### config.mk
export PLATFORM = sky130hd
export DESIGN_NAME = alu_cdb_stage
export DESIGN_NICKNAME = d
export VERILOG_FILES = /design/src/rtl/alu_cdb_stage.sv
export SDC_FILE = /design/constraint.sdc
export NUM_CORES = 1
export LEC_CHECK = 0
export CORE_AREA = 2 2 183 185
export CTS_CLUSTER_SIZE = 20
export DETAILED_ROUTE_END_ITERATION = 7
export DIE_AREA = 0 0 185 187
export DONT_BUFFER_PORTS = 1
export SYNTH_ARGS = -nofsm -noshare
export SYNTH_HDL_FRONTEND = slang
export SYNTH_SLANG_ARGS = --single-unit
### constraint.sdc
create_clock -name clk -period 7.8 [get_ports clk]
set_clock_uncertainty 0.15 [all_clocks]
set_input_delay 0.78 -clock clk [delete_from_list [all_inputs] [get_ports clk]]
set_output_delay 0.78 -clock clk [all_outputs]
set_load 0.005 [all_outputs]
### src/rtl/alu_cdb_stage.sv
// alu_cdb_stage: integer ALU execution stage feeding the common data bus.
// Ops accepted from the reservation station are evaluated in the same cycle.
// Each {tag,result} pair is queued in a small FIFO. The FIFO head drains onto
// the CDB under a req/grant handshake. A ROB flush discards the whole queue.
//
// Handshake semantics:
//  RS side : an op transfers on a rising edge when in_rs_valid=1 and
//            out_rs_full=0 (with rdy=1, no flush, non-zero tag). The RS must
//            hold its op while out_rs_full=1.
//  CDB side: the head transfers on a rising edge when out_cdb_req=1 and
//            in_cdb_grant=1 (with rdy=1, no flush). A grant without a request
//            has no effect. out_cdb_tag/value are valid whenever out_cdb_req=1
//            and read as zero otherwise.
module alu_cdb_stage #(
  parameter int DEPTH = 4,
  parameter int TAG_W = 4,
  parameter int OP_W  = 4
) (
  input  logic             clk,
  input  logic             rst_n,
  input  logic             rdy,
  input  logic             in_rob_clear,
  input  logic             in_rs_valid,
  input  logic [OP_W-1:0]  in_rs_op,
  input  logic [31:0]      in_rs_value1,
  input  logic [31:0]      in_rs_value2,
  input  logic [TAG_W-1:0] in_rs_rob_tag,
  output logic             out_rs_full,
  output logic             out_cdb_req,
  input  logic             in_cdb_grant,
  output logic [TAG_W-1:0] out_cdb_tag,
  output logic [31:0]      out_cdb_value
);

  localparam int PTR_W = $clog2(DEPTH);
  localparam logic [PTR_W:0] FULL_CNT = (PTR_W+1)'(DEPTH);

  localparam logic [OP_W-1:0] OP_ADD  = OP_W'(0);
  localparam logic [OP_W-1:0] OP_SUB  = OP_W'(1);
  localparam logic [OP_W-1:0] OP_AND  = OP_W'(2);
  localparam logic [OP_W-1:0] OP_OR   = OP_W'(3);
  localparam logic [OP_W-1:0] OP_XOR  = OP_W'(4);
  localparam logic [OP_W-1:0] OP_SLL  = OP_W'(5);
  localparam logic [OP_W-1:0] OP_SRL  = OP_W'(6);
  localparam logic [OP_W-1:0] OP_SRA  = OP_W'(7);
  localparam logic [OP_W-1:0] OP_SLT  = OP_W'(8);
  localparam logic [OP_W-1:0] OP_SLTU = OP_W'(9);

  logic [PTR_W-1:0] wr_ptr_q, wr_ptr_d;
  logic [PTR_W-1:0] rd_ptr_q, rd_ptr_d;
  logic [PTR_W:0]   count_q, count_d;

  logic [TAG_W-1:0] tag_mem_q [DEPTH];
  logic [31:0]      val_mem_q [DEPTH];

  logic        empty;
  logic        accept;
  logic        pop;
  logic [4:0]  shamt;
  logic [31:0] alu_result;

  assign empty       = (count_q == '0);
  assign out_rs_full = (count_q == FULL_CNT);
  assign shamt       = in_rs_value2[4:0];

  // Tag 0 means "no destination", so such ops are dropped rather than queued.
  assign accept = rdy & in_rs_valid & ~out_rs_full & ~in_rob_clear
                & (in_rs_rob_tag != '0);
  assign pop    = rdy & ~empty & in_cdb_grant & ~in_rob_clear;

  // Integer ALU; undefined opcodes produce 0 but are still queued.
  always_comb begin
    alu_result = '0;
    case (in_rs_op)
      OP_ADD:  alu_result = in_rs_value1 + in_rs_value2;
      OP_SUB:  alu_result = in_rs_value1 - in_rs_value2;
      OP_AND:  alu_result = in_rs_value1 & in_rs_value2;
      OP_OR:   alu_result = in_rs_value1 | in_rs_value2;
      OP_XOR:  alu_result = in_rs_value1 ^ in_rs_value2;
      OP_SLL:  alu_result = in_rs_value1 << shamt;
      OP_SRL:  alu_result = in_rs_value1 >> shamt;
      OP_SRA:  alu_result = $unsigned($signed(in_rs_value1) >>> shamt);
      OP_SLT:  alu_result = {31'b0, ($signed(in_rs_value1) < $signed(in_rs_value2))};
      OP_SLTU: alu_result = {31'b0, (in_rs_value1 < in_rs_value2)};
      default: alu_result = '0;
    endcase
  end

  // Pointer/count next state; flush wins over push and pop, rdy=0 freezes all.
  always_comb begin
    wr_ptr_d = wr_ptr_q;
    rd_ptr_d = rd_ptr_q;
    count_d  = count_q;
    if (rdy) begin
      if (in_rob_clear) begin
        wr_ptr_d = '0;
        rd_ptr_d = '0;
        count_d  = '0;
      end else begin
        if (accept) wr_ptr_d = wr_ptr_q + PTR_W'(1);
        if (pop)    rd_ptr_d = rd_ptr_q + PTR_W'(1);
        case ({accept, pop})
          2'b10:   count_d = count_q + (PTR_W+1)'(1);
          2'b01:   count_d = count_q - (PTR_W+1)'(1);
          default: count_d = count_q;
        endcase
      end
    end
  end

  // Control state register.
  always_ff @(posedge clk or negedge rst_n) begin
    if (!rst_n) begin
      wr_ptr_q <= '0;
      rd_ptr_q <= '0;
      count_q  <= '0;
    end else begin
      wr_ptr_q <= wr_ptr_d;
      rd_ptr_q <= rd_ptr_d;
      count_q  <= count_d;
    end
  end

  // Result storage; contents are only meaningful while counted, so no reset.
  always_ff @(posedge clk) begin
    if (accept) begin
      tag_mem_q[wr_ptr_q] <= in_rs_rob_tag;
      val_mem_q[wr_ptr_q] <= alu_result;
    end
  end

  // Head is forced to zero when empty so the CDB never sees a stale tag.
  always_comb begin
    out_cdb_req   = ~empty;
    out_cdb_tag   = '0;
    out_cdb_value = '0;
    if (!empty) begin
      out_cdb_tag   = tag_mem_q[rd_ptr_q];
      out_cdb_value = val_mem_q[rd_ptr_q];
    end
  end

endmodule
# After elaboration in Yosys (flattened, before gate mapping)
# Memories as Yosys holds them, arrays and structs flattened.
# Cells that the tools add are included.
dict set report word_totals {
  regBits 7
  mem_bits_rw 144
  in_bits 78
  out_inout_bits 38
  elab_cells 61
  n_memories 2
}
# name depth word_bits rd rd_ports_with_merged_regs wr line_no
set memory_table {}
lappend memory_table {val_mem_q 4 32 1 0 1 54} ;# logic [31:0] val_mem_q [DEPTH];
lappend memory_table {tag_mem_q 4 4 1 0 1 53} ;# logic [TAG_W-1:0] tag_mem_q [DEPTH];
dict set report classes {
  addsub 6
  order_cmp 2
  n_eq_ne 12
  n_shift 3
  n_mux 11
  bitwise_logic 13
  n_reduce_logical 9
}
# cell count
set op_table {}
lappend op_table {{$pmux W32 S10} 1}
lappend op_table {{$lt A32 B32 Y1} 2}
lappend op_table {{$add A32 B32 Y32} 1}
lappend op_table {{$and A32 B32 Y32} 1}
lappend op_table {{$mux W32} 1}
lappend op_table {{$or A32 B32 Y32} 1}
lappend op_table {{$shl A32 B5 Y32} 1}
lappend op_table {{$shr A32 B5 Y32} 1}
lappend op_table {{$sshr A32 B5 Y32} 1}
lappend op_table {{$sub A32 B32 Y32} 1}
lappend op_table {{$xor A32 B32 Y32} 1}
lappend op_table {{$eq A4 B3 Y1 const B} 4}
lappend op_table {{$eq A4 B2 Y1 const B} 2}
lappend op_table {{$eq A4 B4 Y1 const B} 2}
lappend op_table {{$mux W2} 4}
lappend op_table {{$and A1 B1 Y1} 7}
lappend op_table {{$pmux W3 S2} 1}
lappend op_table {{$reduce_and A2 Y1} 3}
lappend op_table {{$add A2 B1 Y2 const B} 2}
lappend op_table {{$eq A4 B1 Y1 const B} 1}
lappend op_table {{$logic_not A4 Y1} 1}
lappend op_table {{$mux W4} 1}
lappend op_table {{$reduce_bool A2 Y1} 2}
lappend op_table {{$reduce_bool A4 Y1} 1}
lappend op_table {{10 further kinds} 13}

# Logic depth before layout (Yosys ltp)
dict set report depth {
  depth_word 8
  ltp_mapped 14
  depth_no_buf 12
}

# Least setup slack after synthesis
# OpenSTA, ideal clock, no wires.
dict set report synth_path {
  kind {input -> register}
  start {in in_rs_value2[3]}
  end {mem val_mem_q[0][23], data pin}
  setup_ns 0.297
  arrival_time_ns 3.796
  required_time_ns 7.353
  path_slack_ns 3.556
  stages 14
  n_path_buf 3
  cell_sequence {clkinv_1 -> clkbuf_1 -> buf_1 -> ha_1 -> buf_2 -> a21o_1 -> a21oi_1 -> a21oi_1 -> a31o_4 -> a221oi_4 -> a211oi_2 -> a221o_1 -> a221oi_1 -> o221ai_1}
}
dict set report synth_via {
  elab_chain_len 2
  elab_cells_between_ends 6
  classes_between {2 x add/sub; 3 x shift; 1 x mux}
}
# element line_no
set synth_rtl {}
lappend synth_rtl {{start: declaration} 26} ;# input logic [31:0] in_rs_value2,
lappend synth_rtl {{$sub A32 B32 Y32 (tied with other cells)} 76} ;# OP_SUB: alu_result = in_rs_value1 - in_rs_value2;
lappend synth_rtl {{$pmux W32 S10 (*)} 74} ;# case (in_rs_op)
lappend synth_rtl {{named net alu_result[23]} 60} ;# logic [31:0] alu_result;
lappend synth_rtl {{end: declaration} 54}
# Mark *: on every way through the listed nets, which the timed path passes. The rest lies on a longest branch.

# Worst setup path after layout
dict set report layout_path {
  start {in in_rs_value2[2]}
  end {mem val_mem_q[3][23], data pin}
}
# Same word-level chain as after synthesis.

==> out/summary.md <==
### Status
- **result of the run** finished, final reports clean

### Floorplanning
- **Std-Cell Core Area** 32860 um^2
- **row cnt** 67
- **DIE AREA** 34600 um^2
- **width of the chip** 185 um
- **starting density of the core** 44.35%
- **number of top-level pins** 116
- **Die Y-Extent** 187 um

### GRT
- **wire length of the first global-routing pass** 75780 um
- **vias in the first global route** 12.26k
- **aggregate global routing overflow** 0
- **Global Route Usage Sum** 28.83%
- **initial antenna violation count** 0
- **maximum number of pins on one net before global-route repair** 90

### Power and ir drop
- **leakage power of the design** 5.727 nW
- **worst IR drop on VDD** 0.2321 mV
- **power density over the cells** 193.5 nW/um^2

### Detailed routing
- **via density per instance** 6.484
- **vias after detailed routing** 12.84k
- **Routed Wire Length** 50370 um
- **Detail Route Antenna Nets** 0
- **per-cell routed wire length** 25.44 um
- **post-detailed-route DRC marker count** 0
- **initial detailed-routing violation count** 1634
- **length of the first detailed-routing pass in iterations** 6

### STA
- **final setup slack of the worst path** 3.660 ns
- **unrepaired setup endpoints after global routing** false
- **achievable frequency** 241.5 MHz
- **accumulated negative setup slack** 0 ns
- **part of the cycle the worst path needs** 53.08%
- **final period demand of the worst path** 4.140 ns
- **transition time at the pin with the least slew margin** 1.000 ns
- **number of slew-limit violations in the final report** 0
- **final-report hold violation count** 0
- **remaining max-slew budget at the tightest pin** 33.31%
- **number of setup violations in the final report** 0

### Logic synthesis
- **largest cells by area after synthesis** edfxtp_1, mux4_2, ha_1
- **post-synthesis sequential area ratio** 30.87%
- **combined area of all synthesized cells** 14570 um^2
- **biggest area consumer among synthesized cells** edfxtp_1
- **Most used DFF post-synth** edfxtp_1
- **count of flip-flops with a built-in enable after synthesis** 144
- **synth warn** 0
- **Mean Syn Cell Area** 9.057 um^2
- **Synth async-reset ratio** 4.636%
- **count of state elements after synthesis** 151
- **cell count after synthesis** 1609
- **number of unique standard cell types used by synthesis** 79
- **Synthesized Nets** 1791
- **Yosys top cell area share** 29.67%

### Clocking
- **total clock sinks** 151
- **number of buffers added by the clock tree synthesis step** 17
- **Clock Path Buffers** 2
- **insertion delay of the later-clocked pin in the worst-skew pair** 0.41 ns
- **cells resized by post-CTS repair** 0
- **maximum level of the CTS H-tree** 4
- **CTS Root Buffer Type** clkbuf_16
- **CTS clk-pin slew, worst paths** 0.07 ns
- **clock tree from TritonCTS** yes

### Critical path
- **buffers plus inverters on the worst setup path** 3
- **setup slack of the worst register-to-register path** 5.34 ns
- **worst path cell trace** clkinv_1 > buf_4 > ha_1 > inv_1 > a21oi_1 > o31ai_1 > o211ai_1 > a41oi_1 > nor3_1 > a221oi_1 > o221ai_1
- **critical register-to-register path endpoint** val_mem_q[0][9]
- **number of cells on the worst reg-to-reg path** 5
- **endpoint kind of the worst setup timing path** register
- **path type of the worst setup path** in -> reg
- **CP peak stage delay** 0.70 ns
- **highest fanout seen on the critical path** 62
- **Worst EP arrival** 4.08 ns
- **required time of the worst setup path** 7.74 ns
- **crit-path leading delay family** compound AO/OA/AOI/OAI gates
- **Reg2Reg Launch Point** count_q[2]
- **critical-path cell with the highest stage delay** o31ai_1
- **critical path startpoint category** primary input

### Placement
- **RePlAce Congestion** 1.007
- **worst slack after detailed placement** 3.342 ns
- **total of buffers placed on input and output ports** 0
- **placed wire-length estimate after detailed placement** 37570 um
- **area post-placement** 14700 um^2
- **cell count after placement** 1946

### Min path
- **Min-Delay Startpoint** in_rob_clear
- **end point of the most critical hold path** count_q[0]
- **cell count of the worst hold path** 1
- **Tightest Hold Check Type** in -> reg

### Cells and area
- **Layout Nets** 1700
- **proportion of layout cells with a drive suffix above 1** 10.19%
- **area of all placed cells without fillers** 15300 um^2
- **Area Overhead vs Synth** 5.023%
- **FF/Latch Area** 4502 um^2
- **final std cells w/o fill** 1980
- **number of fill cells** 3143
- **multi-input combinational cell area** 9110 um^2

### Job
- **maxcap violations** 0

## how the worst max path moves through the flow
stage | slack (ns) | endpoint | cells after the start | start
global placement | 3.38 | val_mem_q[0][16] | 12 | in_rs_value2[2]
detailed placement | 3.34 | val_mem_q[0][31] | 12 | in_rs_value2[2]
finish | 3.66 | val_mem_q[3][23] | 11 | in_rs_value2[2]
global route | 3.36 | val_mem_q[2][31] | 12 | in_rs_value2[2]
floorplan | 3.56 | val_mem_q[0][23] | 14 | in_rs_value2[3]
CTS | 3.77 | val_mem_q[3][29] | 11 | in_rs_value2[2]
## registers in the layout, indices dropped and copies added (netlist names)
signal     count
val_mem_q    128
wr_ptr_q       2
tag_mem_q     16
rd_ptr_q       2
count_q        3
## through the flow
step	total power, mW	hold slack [ns]	utilization (%)
2_1_floorplan	1.900	0.3344	-
3_3_place_gp	2.147	0.3347	44.73
3_5_place_dp	2.156	0.3347	44.73
4_1_cts	2.979	0.2799	46.57
5_1_grt	3.132	0.2753	46.57
6_report	2.962	0.2984	46.57
## metal layers
layer	global-route usage, %	routed length, um	vias up
li1	-	-	5853
met1	41.24	21900	6295
met2	44.86	22620	599
met3	3.836	4087	92
met4	9.921	1764	0
met5	0	0	-
## logic make-up after synthesis
family / Yosys count / synth area share, %
XOR/XNOR: 7 / 0.4207
flip-flops: 151 / 30.87
AND/OR/NAND/NOR: 461 / 14.76
AO/OA/AOI/OAI: 521 / 23.88
buffers and inverters: 235 / 6.843
adder cells (fa/ha/maj): 104 / 9.084
multiplexers: 130 / 14.14
## cells in the final DEF (no fill, tap or decap), types with 18 or more instances in the layout
master	netlist	routed
o221ai_1	20	20
edfxtp_1	144	144
mux4_2	59	59
o211ai_1	25	25
nor3_1	38	38
o21ai_0	106	106
mux2i_1	54	54
inv_1	104	104
a211oi_1	22	22
nor2_1	153	152
ha_1	101	101
a21oi_1	144	144
o22ai_1	19	19
a21o_1	18	18
nand2_1	123	123
and2_1	52	48
nand3_1	20	19
a221oi_1	19	19
## power by group
part	switching (mW)	leakage (nW)	internal (mW)	total, mW
clock	0.340	0.284	0.482	0.822
combinational	0.636	4.04	0.476	1.11
sequential	0.0604	1.40	0.967	1.03
## synth_stat cells (17+ instances only)
master / instances
inv_1: 104
a221oi_1: 19
ha_1: 101
a211oi_1: 22
o22ai_1: 19
mux2_2: 17
mux4_2: 59
a21o_1: 18
o221ai_1: 20
o21ai_0: 106
nor3_1: 38
nor2_1: 153
clkbuf_1: 73
o211ai_1: 25
and2_1: 52
nand3_1: 20
a21oi_1: 144
edfxtp_1: 144
mux2i_1: 54
nand2_1: 123
buf_2: 20
## worst reg2reg max path: cells and delay by family, from the launching register on
family | cells | cell delay (ns)
buffers and inverters | 2 | 0.32
DFF | 1 | 0.39
and+or+nand+nor | 3 | 1.18
## timing repair
| action | CTS | global route |
|---|---|---|
| buffers inserted | 0 | 0 |
| endpoints found under the hold margin | 7 | 0 |
| hold buffers | 1 | 0 |
## cell type report
cell class                      instances  area share [%]
Antenna cell                            1         0.01635
Clock buffer                           18           2.804
Clock inverter                         14           1.079
Inverter                              108           2.649
Multi-Input combinational cell       1223           59.52
Sequential cell                       151           29.41
Tap cell                              448           3.663
Timing Repair Buffer                   17          0.8502
No activity file was read; power rests on OpenSTA's default activity.
